===== config.mk =====
export PLATFORM = sky130hd
export DESIGN_NAME = mem_lsu_flat
export DESIGN_NICKNAME = d
export VERILOG_FILES = /design/src/rtl/mem_lsu_if.sv /design/src/rtl/mem_lsu.sv /design/src/flat_wrapper.sv
export SDC_FILE = /design/constraint.sdc
export NUM_CORES = 1
export LEC_CHECK = 0
export CAP_MARGIN = 20
export CORE_ASPECT_RATIO = 1.5
export CORE_MARGIN = 3
export CORE_UTILIZATION = 40
export DETAILED_ROUTE_END_ITERATION = 8
export HOLD_SLACK_MARGIN = 0.03
export PLACE_DENSITY = 0.73
export SYNTH_ARGS = -nofsm -noshare
export SYNTH_HDL_FRONTEND = slang
export SYNTH_SLANG_ARGS = --single-unit
export TNS_END_PERCENT = 10

===== constraint.sdc =====
create_clock -name clk -period 3.6 [get_ports clk]
set_input_delay 1.08 -clock clk [delete_from_list [all_inputs] [get_ports clk]]
set_output_delay 1.08 -clock clk [all_outputs]
set_load 0.02 [all_outputs]

===== src/rtl/mem_lsu_if.sv =====
// Data-bus bundle between the load/store unit (master) and the memory port (slave).
// Signal names keep the original top-level port names so existing wiring maps one-to-one.
interface mem_lsu_if #(
  parameter int unsigned ADDR_W = 32
) ();
  logic              bus_req_o;
  logic              bus_we_o;
  logic [3:0]        bus_be_o;
  logic [ADDR_W-1:0] bus_addr_o;
  logic [31:0]       bus_wdata_o;
  logic              bus_ack_i;
  logic [31:0]       bus_rdata_i;

  modport master (
    output bus_req_o, bus_we_o, bus_be_o, bus_addr_o, bus_wdata_o,
    input  bus_ack_i, bus_rdata_i
  );

  modport slave (
    input  bus_req_o, bus_we_o, bus_be_o, bus_addr_o, bus_wdata_o,
    output bus_ack_i, bus_rdata_i
  );
endinterface


===== src/rtl/mem_lsu.sv =====
// MEM-stage load/store unit: alignment check, lane steering, single outstanding bus access
// with timeout, and registered writeback/exception reporting towards WB.
module mem_lsu #(
  parameter int unsigned ADDR_W = 32,
  parameter int unsigned TMO_W  = 8
) (
  input  logic              clk,
  input  logic              rst,
  input  logic              valid_i,
  input  logic [3:0]        mem_op_i,
  input  logic [ADDR_W-1:0] mem_addr_i,
  input  logic [31:0]       mem_wdata_i,
  input  logic              wreg_write_i,
  input  logic [4:0]        wreg_addr_i,
  input  logic [31:0]       wreg_data_i,
  mem_lsu_if.master         bus,
  output logic              stall_o,
  output logic              wreg_write_o,
  output logic [4:0]        wreg_addr_o,
  output logic [31:0]       wreg_data_o,
  output logic              exc_o,
  output logic [1:0]        exc_code_o,
  output logic [ADDR_W-1:0] badvaddr_o
);

  typedef enum logic {S_IDLE, S_BUS} state_e;

  typedef enum logic [3:0] {
    OP_NONE = 4'b0000,
    OP_LB   = 4'b0001,
    OP_LBU  = 4'b0010,
    OP_LH   = 4'b0011,
    OP_LHU  = 4'b0100,
    OP_LW   = 4'b0101,
    OP_SB   = 4'b1001,
    OP_SH   = 4'b1010,
    OP_SW   = 4'b1011
  } op_e;

  typedef enum logic [1:0] {SZ_B, SZ_H, SZ_W} size_e;

  localparam logic [TMO_W-1:0] TMO_MAX = '1;

  state_e            state_q, state_d;
  logic [TMO_W-1:0]  cnt_q, cnt_d;
  logic              req_q, req_d;
  logic              we_q, we_d;
  logic [3:0]        be_q, be_d;
  logic [ADDR_W-1:0] addr_q, addr_d;
  logic [31:0]       wdata_q, wdata_d;
  size_e             size_q, size_d;
  logic              sext_q, sext_d;
  logic [1:0]        off_q, off_d;
  logic              cw_q, cw_d;
  logic [4:0]        ca_q, ca_d;
  logic [31:0]       cd_q, cd_d;
  logic              wr_q, wr_d;
  logic [4:0]        wa_q, wa_d;
  logic [31:0]       wd_q, wd_d;
  logic              exc_q, exc_d;
  logic [1:0]        code_q, code_d;
  logic [ADDR_W-1:0] bad_q, bad_d;

  logic        is_ld, is_st, sext_w, misal;
  size_e       size_w;
  logic [3:0]  be_w;
  logic [31:0] wdata_w;
  logic [7:0]  ld_byte;
  logic [15:0] ld_half;
  logic [31:0] ld_val;

  // Opcode decode; unlisted encodings fall through as NONE.
  always_comb begin
    is_ld  = 1'b0;
    is_st  = 1'b0;
    size_w = SZ_W;
    sext_w = 1'b0;
    case (mem_op_i)
      OP_LB:   begin is_ld = 1'b1; size_w = SZ_B; sext_w = 1'b1; end
      OP_LBU:  begin is_ld = 1'b1; size_w = SZ_B; end
      OP_LH:   begin is_ld = 1'b1; size_w = SZ_H; sext_w = 1'b1; end
      OP_LHU:  begin is_ld = 1'b1; size_w = SZ_H; end
      OP_LW:   begin is_ld = 1'b1; size_w = SZ_W; end
      OP_SB:   begin is_st = 1'b1; size_w = SZ_B; end
      OP_SH:   begin is_st = 1'b1; size_w = SZ_H; end
      OP_SW:   begin is_st = 1'b1; size_w = SZ_W; end
      default: ;
    endcase
  end

  always_comb begin
    misal   = 1'b0;
    be_w    = 4'b1111;
    wdata_w = mem_wdata_i;
    case (size_w)
      SZ_B: begin
        be_w    = 4'b0001 << mem_addr_i[1:0];
        wdata_w = {4{mem_wdata_i[7:0]}};
      end
      SZ_H: begin
        misal   = mem_addr_i[0];
        be_w    = mem_addr_i[1] ? 4'b1100 : 4'b0011;
        wdata_w = {2{mem_wdata_i[15:0]}};
      end
      default: misal = (mem_addr_i[1:0] != 2'b00);
    endcase
  end

  // Load lane extraction uses the byte offset captured at bus entry.
  always_comb begin
    case (off_q)
      2'd0:    ld_byte = bus.bus_rdata_i[7:0];
      2'd1:    ld_byte = bus.bus_rdata_i[15:8];
      2'd2:    ld_byte = bus.bus_rdata_i[23:16];
      default: ld_byte = bus.bus_rdata_i[31:24];
    endcase
    ld_half = off_q[1] ? bus.bus_rdata_i[31:16] : bus.bus_rdata_i[15:0];
    case (size_q)
      SZ_B:    ld_val = {{24{sext_q & ld_byte[7]}}, ld_byte};
      SZ_H:    ld_val = {{16{sext_q & ld_half[15]}}, ld_half};
      default: ld_val = bus.bus_rdata_i;
    endcase
  end

  always_comb begin
    state_d = state_q;
    cnt_d   = cnt_q;
    req_d   = req_q;
    we_d    = we_q;
    be_d    = be_q;
    addr_d  = addr_q;
    wdata_d = wdata_q;
    size_d  = size_q;
    sext_d  = sext_q;
    off_d   = off_q;
    cw_d    = cw_q;
    ca_d    = ca_q;
    cd_d    = cd_q;
    wr_d    = wr_q;
    wa_d    = wa_q;
    wd_d    = wd_q;
    exc_d   = 1'b0;
    code_d  = code_q;
    bad_d   = bad_q;
    stall_o = 1'b0;

    case (state_q)
      S_IDLE: begin
        if (!valid_i) begin
          wr_d = 1'b0;
        end else if (!(is_ld || is_st)) begin
          wr_d = wreg_write_i;
          wa_d = wreg_addr_i;
          wd_d = wreg_data_i;
        end else if (misal) begin
          wr_d   = 1'b0;
          exc_d  = 1'b1;
          code_d = is_st ? 2'b10 : 2'b01;
          bad_d  = mem_addr_i;
        end else begin
          stall_o = 1'b1;
          wr_d    = 1'b0;
          state_d = S_BUS;
          cnt_d   = '0;
          req_d   = 1'b1;
          we_d    = is_st;
          be_d    = be_w;
          addr_d  = {mem_addr_i[ADDR_W-1:2], 2'b00};
          wdata_d = wdata_w;
          size_d  = size_w;
          sext_d  = sext_w;
          off_d   = mem_addr_i[1:0];
          cw_d    = wreg_write_i;
          ca_d    = wreg_addr_i;
          cd_d    = wreg_data_i;
        end
      end

      S_BUS: begin
        // Ack is tested first so a same-cycle ack beats the timeout.
        if (bus.bus_ack_i) begin
          state_d = S_IDLE;
          req_d   = 1'b0;
          wr_d    = cw_q;
          wa_d    = ca_q;
          wd_d    = we_q ? cd_q : ld_val;
        end else begin
          stall_o = 1'b1;
          if (cnt_q == TMO_MAX) begin
            state_d = S_IDLE;
            req_d   = 1'b0;
            wr_d    = 1'b0;
            exc_d   = 1'b1;
            code_d  = 2'b11;
            bad_d   = {addr_q[ADDR_W-1:2], off_q};
          end else begin
            cnt_d = cnt_q + 1'b1;
          end
        end
      end

      default: state_d = S_IDLE;
    endcase

    if (rst) stall_o = 1'b0;
  end

  always_ff @(posedge clk) begin
    if (rst) begin
      state_q <= S_IDLE;
      cnt_q   <= '0;
      req_q   <= 1'b0;
      we_q    <= 1'b0;
      be_q    <= '0;
      addr_q  <= '0;
      wdata_q <= '0;
      size_q  <= SZ_B;
      sext_q  <= 1'b0;
      off_q   <= '0;
      cw_q    <= 1'b0;
      ca_q    <= '0;
      cd_q    <= '0;
      wr_q    <= 1'b0;
      wa_q    <= '0;
      wd_q    <= '0;
      exc_q   <= 1'b0;
      code_q  <= '0;
      bad_q   <= '0;
    end else begin
      state_q <= state_d;
      cnt_q   <= cnt_d;
      req_q   <= req_d;
      we_q    <= we_d;
      be_q    <= be_d;
      addr_q  <= addr_d;
      wdata_q <= wdata_d;
      size_q  <= size_d;
      sext_q  <= sext_d;
      off_q   <= off_d;
      cw_q    <= cw_d;
      ca_q    <= ca_d;
      cd_q    <= cd_d;
      wr_q    <= wr_d;
      wa_q    <= wa_d;
      wd_q    <= wd_d;
      exc_q   <= exc_d;
      code_q  <= code_d;
      bad_q   <= bad_d;
    end
  end

  assign bus.bus_req_o   = req_q;
  assign bus.bus_we_o    = we_q;
  assign bus.bus_be_o    = be_q;
  assign bus.bus_addr_o  = addr_q;
  assign bus.bus_wdata_o = wdata_q;
  assign wreg_write_o    = wr_q;
  assign wreg_addr_o     = wa_q;
  assign wreg_data_o     = wd_q;
  assign exc_o           = exc_q;
  assign exc_code_o      = code_q;
  assign badvaddr_o      = bad_q;

endmodule


===== src/flat_wrapper.sv =====
// flat-port wrapper written by rule: the top's interface ports become plain ports
module mem_lsu_flat 
#(
  parameter int unsigned ADDR_W = 32,
  parameter int unsigned TMO_W  = 8
)
  (clk, rst, valid_i, mem_op_i, mem_addr_i, mem_wdata_i, wreg_write_i, wreg_addr_i, wreg_data_i, stall_o, wreg_write_o, wreg_addr_o, wreg_data_o, exc_o, exc_code_o, badvaddr_o, bus_bus_req_o, bus_bus_we_o, bus_bus_be_o, bus_bus_addr_o, bus_bus_wdata_o, bus_bus_ack_i, bus_bus_rdata_i);
  mem_lsu_if #(.ADDR_W(ADDR_W)) bus_i ();
  input  logic clk;
  input  logic rst;
  input  logic valid_i;
  input  logic [3:0] mem_op_i;
  input  logic [ADDR_W-1:0] mem_addr_i;
  input  logic [31:0] mem_wdata_i;
  input  logic wreg_write_i;
  input  logic [4:0] wreg_addr_i;
  input  logic [31:0] wreg_data_i;
  output logic stall_o;
  output logic wreg_write_o;
  output logic [4:0] wreg_addr_o;
  output logic [31:0] wreg_data_o;
  output logic exc_o;
  output logic [1:0] exc_code_o;
  output logic [ADDR_W-1:0] badvaddr_o;
  output wire logic [$bits(bus_i.bus_req_o)-1:0] bus_bus_req_o;
  output wire logic [$bits(bus_i.bus_we_o)-1:0] bus_bus_we_o;
  output wire logic [$bits(bus_i.bus_be_o)-1:0] bus_bus_be_o;
  output wire logic [$bits(bus_i.bus_addr_o)-1:0] bus_bus_addr_o;
  output wire logic [$bits(bus_i.bus_wdata_o)-1:0] bus_bus_wdata_o;
  input wire logic [$bits(bus_i.bus_ack_i)-1:0] bus_bus_ack_i;
  input wire logic [$bits(bus_i.bus_rdata_i)-1:0] bus_bus_rdata_i;
  assign bus_bus_req_o = bus_i.bus_req_o;
  assign bus_bus_we_o = bus_i.bus_we_o;
  assign bus_bus_be_o = bus_i.bus_be_o;
  assign bus_bus_addr_o = bus_i.bus_addr_o;
  assign bus_bus_wdata_o = bus_i.bus_wdata_o;
  assign bus_i.bus_ack_i = bus_bus_ack_i;
  assign bus_i.bus_rdata_i = bus_bus_rdata_i;
  mem_lsu #(.ADDR_W(ADDR_W), .TMO_W(TMO_W)) u_core (.clk(clk), .rst(rst), .valid_i(valid_i), .mem_op_i(mem_op_i), .mem_addr_i(mem_addr_i), .mem_wdata_i(mem_wdata_i), .wreg_write_i(wreg_write_i), .wreg_addr_i(wreg_addr_i), .wreg_data_i(wreg_data_i), .bus(bus_i), .stall_o(stall_o), .wreg_write_o(wreg_write_o), .wreg_addr_o(wreg_addr_o), .wreg_data_o(wreg_data_o), .exc_o(exc_o), .exc_code_o(exc_code_o), .badvaddr_o(badvaddr_o));
endmodule

==> results.tsv, run 1 <==
stage	metric	value	unit
status	status	completed	
global_routing	grt_remaining_overflow	0	
clock_tree	ctsLongestPathBuffers	2	
global_routing	grt_max_degree	90	
floorplan	io-pin-count	286	
cells_and_area	final_common_cell	clkdlybuf4s50_1	
synthesis	synth_edf_count	0	
timing	fin_skew	0.0102	ns
synthesis	synth_ff_type	dfxtp_1	
synthesis	synth_largest_area_cell	dfxtp_1	
timing	finalHoldViolCount	0	
synthesis	avgSynthCellArea	7.99	um^2
floorplan	rows	66	
clock_tree	cts_hold_buf	0	
min_path	hold_class	flop to flop	
critical_path	crit_type	primary input to output port	
critical_path	end_kind	output port	
global_routing	antenna_found_initial	0	
global_routing	grt_pass1_wl	50600	um
timing	holdWs	0.453	ns
place	hpwl	22000	um
timing	tns	0	ns
critical_path	start_kind	primary input	
drt	drc	0	
pwr	ir_drop	0.317	mV
cells_and_area	syn_to_final_growth	41.3	%
timing	rsz0062_at_grt	false	
floorplan	core	0.0220	mm^2
synthesis	ys_seq_area_frac	0.425	
critical_path	cp.required	2.52	ns
critical_path	cp.arrival	2.41	ns
drt	dr.pass1.iters	6	
clock_tree	htree_levels	4	
timing	fin_crit_sh	0.970	
clock_tree	clkSlewWorstSetupHoldPaths	0.07	ns
drt	drt-initial-drc-count	886	
cells_and_area	antenna_cells	0	
synthesis	synth_area_leaders	dfxtp_1 43%, nand2_1 7.7%, a21oi_1 5.6%	
timing	max_freq	286	MHz
timing	report.final.slew_viol_count	0	
clock_tree	clock-sinks	193	
flow_run	maxCapViolations	0	
synthesis	async_reset_ff_frac	0	
place	io_buffers	283	
drt	num_vias	9759	
synthesis	yosysWarningCount	0	
global_routing	grt_pass1_vias	9376	
pwr	power.density	415	mW/mm^2
synthesis	synth_top_cell_area_share	0.425	
cells_and_area	nets	1514	
pwr	design_power_total	5.33	mW
synthesis	syn_inst	1137	
cells_and_area	drive_above_1_share	0.0723	
drt	wl	32400	um
pwr	leakagePower	4.58	nW
timing	slew_headroom	0.295	
floorplan	dieArea	0.0246	mm^2
synthesis	synth_cell_types	65	
drt	routed_via_density	5.89	
timing	tightest_slew	1.06	ns
critical_path	crit_fanout	2	
timing	period_needed	3.49	ns
clock_tree	cts_made_buffers	17	
cells_and_area	final_cell_mix	276 x clkdlybuf4s50_1, 192 x dfxtp_1, 186 x nand2_1, 101 x a21oi_1, 71 x nor2_1	
clock_tree	root_buffer	clkbuf_16	
synthesis	syn_area	0.00908	mm^2
floorplan	die_y	191	um
clock_tree	clk_latency	0.45	ns
drt	wire_per_inst	19.6	um
critical_path	r2r_slack	1.35	ns
synthesis	ys_ff_latch	193	
global_routing	track_usage	0.258	
floorplan	die_w	129	um
timing	setup_violations	0	
floorplan	initial_core_util	0.412	
clock_tree	cts_tree	done	
drt	ant_nets	0	
place	gp_congestion	0.863	
## per-layer routing
layer	vias up	part of all wire	global-route usage
met2	418	0.49	0.427
met5	-	0	0
li1	4656	-	-
met1	4629	0.39	0.315
met3	56	0.073	0.0664
met4	0	0.038	0.110
## state kept, by name, indices dropped and copies added (netlist names), 2 cells and up
signal	count
u_core.badvaddr_o	32
u_core.bus.bus_addr_o	30
u_core.cnt_q	8
u_core.wreg_data_o	32
u_core.wreg_addr_o	5
u_core.exc_code_o	2
u_core.ca_q	5
u_core.bus.bus_be_o	4
u_core.size_q	2
u_core.bus.bus_wdata_o	32
u_core.cd_q	32
u_core.off_q	2
## final cells by class
class | count | area (um^2)
multi-input combinational | 818 | 4750
timing repair buffer | 330 | 3280
inverter | 11 | 41.3
sequential | 193 | 3870
fill | 1979 | 9210
tap | 272 | 340
clock buffer | 18 | 439
clock inverter | 14 | 124
## worst paths after layout
check	endpoint	start	cells past startpoint
worst max register to register	u_core.wreg_data_o[22]	u_core.off_q[1]	6
worst max-delay path	stall_o	mem_op_i[3]	6
worst min register to register	u_core.cd_q[15]	u_core.cd_q[15]	2
worst min-delay path	u_core.cd_q[15]	u_core.cd_q[15]	2
## kinds of logic after synthesis
group,synth area share
compound gates,0.299
xor+xnor,0.00579
fa+ha+maj,0.00138
buf+inv,0.0555
flops,0.425
mux,0.0146
other cells,0.000413
simple gates,0.198
## cells in the mapped netlist (all sizes together), types with 10 or more instances
| cell | number |
|---|---|
| dfxtp | 193 |
| nand2 | 186 |
| a21oi | 103 |
| clkbuf | 96 |
| nor2 | 72 |
| a31oi | 65 |
| o211ai | 50 |
| a211oi | 41 |
| nand3 | 41 |
| o21ai | 36 |
| and3 | 32 |
| a311oi | 21 |
| buf | 20 |
| nor3 | 19 |
| nor2b | 12 |
| mux2i | 11 |
| a22o | 10 |
| inv | 10 |
## power by group
part	internal (mW)	leakage [nW]	switching (mW)
combinational	0.527	2.74	0.625
sequential	2.26	1.58	0.0840
clock	0.926	0.270	0.907
total	3.72	4.58	1.62
## timing repair
action                                  4_1_cts  5_1_grt
resized for setup                             9        6
buffers inserted                              1        0
endpoints found under the setup margin        1        1
pin swaps                                     4        5
## worst max-delay path, cell delays in order
cell	delay, ns
clkbuf_2	0.10
or3b_4	0.39
a211o_1	0.32
a21o_2	0.23
a21oi_4	0.15
buf_6	0.13
## stage by stage
step	setup WS (ns)	instances	utilization	cell area (um^2)
after floorplan	0.00593	1138	-	9110
after global placement	-0.269	1623	0.557	12300
after detailed placement	-0.282	1623	0.557	12300
after CTS	0.000654	1656	0.583	12800
after global routing	0.0607	1656	0.582	12800
final	0.106	1656	0.582	12800
Note: power is estimated with default switching activity, not from simulation.
==> inputs of run 2 (changes only) <==
CORE_UTILIZATION = 30   (was 40)
PLACE_DENSITY = not set   (was 0.73)
SKIP_CTS_REPAIR_TIMING = 1   (was not set)
==> run 2 against run 1 <==
Against the previous run:
- clock skew hardly changed
- via count fell by 0.45%
- combinational power hardly changed
- final cell count grew 7.2%
- hold slack gained 0.0016 ns
- core utilization shrank 14 points
- sequential cell count unchanged
- count of clock-buffer cells in the layout is 2 higher
- non-clock buffer count fell by 2
==> results.tsv, run 2 (synthesis gave the netlist of run 1 again) <==
stage	metric	value	unit	change
timing	setup_violations	0		unchanged
critical_path	cp.depth	6		unchanged
pwr	sw_frac_of_total	0.290		-0.0133
global_routing	grt_remaining_overflow	0		unchanged
cells_and_area	final_cell_mix	277 x clkdlybuf4s50_1, 192 x dfxtp_1, 186 x nand2_1, 101 x a21oi_1, 71 x nor2_1		
clock_tree	root_buffer	clkbuf_16		
clock_tree	clk_latency	0.46	ns	about the same
timing	rsz0062_at_grt	false		
global_routing	antenna_found_initial	0		unchanged
timing	layout_setup_ws	0.0579	ns	-0.0485 ns
pwr	power.density	424	mW/mm^2	+2.1%
timing	period_needed	3.54	ns	+0.0485 ns
global_routing	grt_max_degree	77		-14%
global_routing	track_usage	0.210		-0.0481
floorplan	io-pin-count	286		unchanged
pwr	p_switching	1.60	mW	-1.1%
critical_path	crit_slowest_cell	clkdlybuf4s50_1		
timing	finalHoldViolCount	0		unchanged
clock_tree	cts_tree	done		
critical_path	max_stage_delay	0.43	ns	+0.04 ns
clock_tree	ctsLongestPathBuffers	2		unchanged
global_routing	grt_pass1_wl	53700	um	+6.1%
drt	routed_via_density	5.47		-7.2%
drt	met3_length	2290	um	-3.5%
cells_and_area	fillCellCount	3042		+54%
place	hpwl	23900	um	+8.4%
drt	wl	35100	um	+8.4%
critical_path	end_kind	output port		
floorplan	rows	77		+17%
cells_and_area	final_common_cell	clkdlybuf4s50_1		
timing	tightest_slew	1.06	ns	-0.0000804 ns
critical_path	r2r_cells	6		unchanged
place	dp_slack	-0.273	ns	+0.00969 ns
pwr	clkPwrFrac	0.365		+0.021
cells_and_area	final_core_util	0.439		-0.144
pwr	p_int	3.92	mW	+5.5%
timing	report.final.slew_viol_count	0		unchanged
clock_tree	cts_made_buffers	17		unchanged
critical_path	crit_buf_inv	2		unchanged
drt	wire_per_inst	19.8	um	+1.1%
critical_path	critical_path.cell_chain	clkdlybuf4s50_1 > o211a_1 > a211o_1 > a21o_4 > a21oi_4 > buf_6		
drt	drc	0		unchanged
pwr	ir_drop	0.352	mV	+11%
drt	dr.pass1.iters	5		-1
floorplan	die_w	148	um	+15%
pwr	leakagePower	4.62	nW	+0.81%
timing	slew_headroom	0.295		about the same
floorplan	core	0.0297	mm^2	+35%
clock_tree	htree_levels	4		unchanged
pwr	comb_power_share	0.209		-0.007
timing	holdWs	0.455	ns	+0.00157 ns
drt	drt-initial-drc-count	660		-26%
flow_run	maxCapViolations	0		unchanged
critical_path	crit_fanout	2		unchanged
status	status	completed		
drt	routed.top_layer	met4		
floorplan	die_y	219	um	+15%
cells_and_area	drive_above_1_share	0.0673		-0.00491
timing	max_freq	282	MHz	-1.4%
place	io_buffers	283		unchanged
clock_tree	clock-sinks	193		unchanged
critical_path	crit_type	primary input to output port		
pwr	design_power_total	5.52	mW	+3.5%
timing	fin_skew	0.0102	ns	+0.0000457 ns
cells_and_area	antenna_cells	0		unchanged
pwr	p_seq_frac	0.426		-0.014
critical_path	crit_family	compound AO/OA/AOI/OAI gates		
critical_path	start_kind	primary input		
cells_and_area	syn_to_final_growth	43.3	%	
drt	wl_met1	14200	um	+11%
cells_and_area	nets	1512		-0.13%
drt	wl_met2	17500	um	+9.0%
drt	ant_nets	0		unchanged
floorplan	initial_core_util	0.306		-0.106
place	gp_congestion	0.851		-1.4%
critical_path	cp.required	2.52	ns	about the same
clock_tree	clkSlewWorstSetupHoldPaths	0.07	ns	about the same
floorplan	dieArea	0.0324	mm^2	+32%
min_path	hold_class	flop to flop		
global_routing	grt_pass1_vias	9381		+0.053%
critical_path	cp.arrival	2.46	ns	+0.05 ns
min_path	hold_path_depth	2		unchanged
drt	num_vias	9715		-0.45%
timing	fin_crit_sh	0.984		+0.0135
==> run 2: cell count changes in the layout (fill, tap and decap cells not counted), moves of 2 or more <==
| cell | previous run | this run |
|---|---|---|
| dlymetal6s2s_1 | 0 | 4 |
| buf_12 | 8 | 5 |
| bufinv_16 | 0 | 3 |
| clkbuf_2 | 3 | 0 |
| buf_4 | 37 | 39 |
| dlygate4sd2_1 | 2 | 0 |
| inv_8 | 2 | 0 |
==> run 2: tightest hold or removal path, stage by stage (launching register included) <==
cell and delay [ns]:
dfxtp_1 0.31, nand2_1 0.05, a21oi_1 0.05
==> run 2: power groups by stage <==
stage               clock [mW]  sequential (mW)  combinational [mW]
floorplan                    0             2.51               0.454
global placement             0             2.40                1.15
detailed placement           0             2.40                1.15
CTS                       2.07             2.35                1.16
global route              2.16             2.37                1.24
finish                    2.01             2.35                1.15
==> run 2: worst paths after layout <==
| check | startpoint | to | slack (ns) |
|---|---|---|---|
| setup / recovery | mem_addr_i[1] | stall_o | 0.06 |
| hold / removal | u_core.cd_q[10] | u_core.cd_q[10] | 0.45 |
| setup reg to reg | u_core.off_q[1] | u_core.wreg_data_o[31] | 1.34 |
| hold reg to reg | u_core.cd_q[10] | u_core.cd_q[10] | 0.45 |
==> run 2: cell type report <==
type / count / area, um^2 / area share
timing repair buffer: 328 / 3250 / 0.250
inverter: 11 / 41.3 / 0.00317
sequential: 193 / 3870 / 0.297
multi-input combinational: 818 / 4760 / 0.365
clock buffer: 20 / 457 / 0.0351
clock inverter: 11 / 151 / 0.0116
tap: 395 / 494 / 0.0380
==> run 2: routing by layer <==
metal / vias to the layer above / GRT usage
li1: 4655 / -
met5: - / 0
met2: 382 / 0.358
met4: 0 / 0.0968
met3: 53 / 0.0419
met1: 4625 / 0.254
==> run 2: through the flow <==
stage / area (um^2) / setup TNS (ns) / cells
after floorplan: 9110 / 0 / 1138
after global placement: 12400 / -0.297 / 1745
after detailed placement: 12400 / -0.283 / 1745
after CTS: 13000 / -0.277 / 1776
after global routing: 13000 / 0 / 1776
final: 13000 / 0 / 1776
==> inputs of run 3 (changes only) <==
CTS_CLUSTER_SIZE = 24   (was not set)
==> results of run 3 <==
No change in the layout: final DEF, timing and power equal those of run 2.
==> patch (settings of run 1) <==
`TMO_W` is set to 8 in 2 places; all go to 9.
--- a/src/rtl/mem_lsu.sv
+++ b/src/rtl/mem_lsu.sv
@@ -2,7 +2,7 @@
 // with timeout, and registered writeback/exception reporting towards WB.
 module mem_lsu #(
   parameter int unsigned ADDR_W = 32,
-  parameter int unsigned TMO_W  = 8
+  parameter int unsigned TMO_W  = 9
 ) (
   input  logic              clk,
   input  logic              rst,
--- a/src/flat_wrapper.sv
+++ b/src/flat_wrapper.sv
@@ -2,7 +2,7 @@
 module mem_lsu_flat 
 #(
   parameter int unsigned ADDR_W = 32,
-  parameter int unsigned TMO_W  = 8
+  parameter int unsigned TMO_W  = 9
 )
   (clk, rst, valid_i, mem_op_i, mem_addr_i, mem_wdata_i, wreg_write_i, wreg_addr_i, wreg_data_i, stall_o, wreg_write_o, wreg_addr_o, wreg_data_o, exc_o, exc_code_o, badvaddr_o, bus_bus_req_o, bus_bus_we_o, bus_bus_be_o, bus_bus_addr_o, bus_bus_wdata_o, bus_bus_ack_i, bus_bus_rdata_i);
   mem_lsu_if #(.ADDR_W(ADDR_W)) bus_i ();
Formal check against the unedited RTL: no difference found for any inputs over 4 cycles, from zero or initial values and one cycle with rst high; that may be too few to reach the edited logic, so the function may still have changed.
==> patch against run 1 <==
Sequential cell count up 1. Worst hold slack lost 1.1 ps. Synthesized area about the same. Sequential share of layout area up 0.15 points. Design area hardly changed. Wire length is 6.7% lower. Worst setup slack gained 9.3 ps. Total power is 3.0% higher. Synthesized cell count down 2.8%. Cell count decreased by 1.2%. Highest routed layer unchanged.
==> patch: results (changes against run 1) <==
Leakage Power: 0.00437 µW (was 0.00458 µW)
Critical Path Start: mem_op_i[1] (was mem_op_i[3])
Routed length per instance: 18.5 µm (was 19.6 µm)
Area used by multi-input combinational logic: 4710 µm² (was 4750 µm²)
Largest net degree at the start of global routing: 155 (was 90)
Proportion of synthesized chip area in sequential cells: 42.8% (was 42.5%)
Maximum fanout along the worst path: 7 (was 2)
Leading cell types by total area after synthesis: sky130_fd_sc_hd__dfxtp_1 (43%), sky130_fd_sc_hd__nand2_1 (8.1%), sky130_fd_sc_hd__a21oi_1 (6.3%) (was sky130_fd_sc_hd__dfxtp_1 (43%), sky130_fd_sc_hd__nand2_1 (7.7%), sky130_fd_sc_hd__a21oi_1 (5.6%))
Met3 Track Usage GR: 5.44% (was 6.64%)
Relative max-transition margin: 23.2% (was 29.5%)
Cell area after placement: 12200 µm² (was 12300 µm²)
Depth of the worst register-to-register path: 7 (was 6)
Total instance count after detailed placement: 1601 (was 1623)
DRC marker count from the first detailed-route iteration: 699 (was 886)
RePlAce Congestion: 0.891 (was 0.863)
Global-route wire length before repair: 47.0 mm (was 50.6 mm)
Worst setup slack for register-to-register paths: 1090 ps (was 1350 ps)
ClkCell Share: 5.02% (was 4.39%)
1st-pass router iterations: 5 (was 6)
Die Width: 129 µm (about the same)
Sequential share of cell area: 30.3% (was 30.1%)
Flop and latch count out of synthesis: 194 (was 193)
Initial antenna violation count: 2 (was 0)
Post-synthesis to final-layout area growth: 41.4% (was 41.3%)
Nonclk inv count: 19 (was 11)
Minimum setup slack after placement: -302 ps (was -282 ps)
Syn avg cell area: 8.22 µm² (was 7.99 µm²)
Peak Freq: 0.287 GHz (was 0.286 GHz)
Worst-case clock skew: 11.1 ps (was 10.2 ps)
Run status: complete, no violations (unchanged)
Vias in the first global route: 8680 (was 9376)
Largest delay contributor family on the critical path: simple AND/OR/NAND/NOR gates (was compound AO/OA/AOI/OAI gates)
Proportion of layout cells with a drive suffix above 1: 9.32% (was 7.23%)
Worst supply voltage drop on vdd: 0.313 mV (was 0.317 mV)
Final-layout non-clock buffer area share: 24.8% (was 25.5%)
==> patch: report_power, final <==
| group | total, µW | switching (µW) | internal [µW] | leakage (µW) |
|---|---|---|---|---|
| Clock | 2080 | 870 | 1210 | 0.000319 |
| Sequential | 2340 | 75.3 | 2270 | 0.00158 |
| Combinational | 1070 | 568 | 504 | 0.00247 |
==> patch: logic make-up after synthesis <==
kind of cell	synth area share [%]
buf+inv	6.13
flops	42.8
other cells	0.0413
compound gates	25.8
simple gates	19.2
fa+ha+maj	0.275
mux	5.18
xor+xnor	0.675
==> patch: metal layers <==
layer / part of all wire [%] / wire length (µm)
met5: 0 / 0
met4: 2.9 / 892
met3: 5.8 / 1770
met2: 53 / 15900
met1: 38 / 11600
==> patch: repair_timing <==
item,in CTS,in global routing
gates resized for setup,12,8
pin swaps,3,4
buffers inserted,0,1
gates cloned,0,0
endpoints found under the setup margin,1,1
endpoints found under the hold margin,0,0
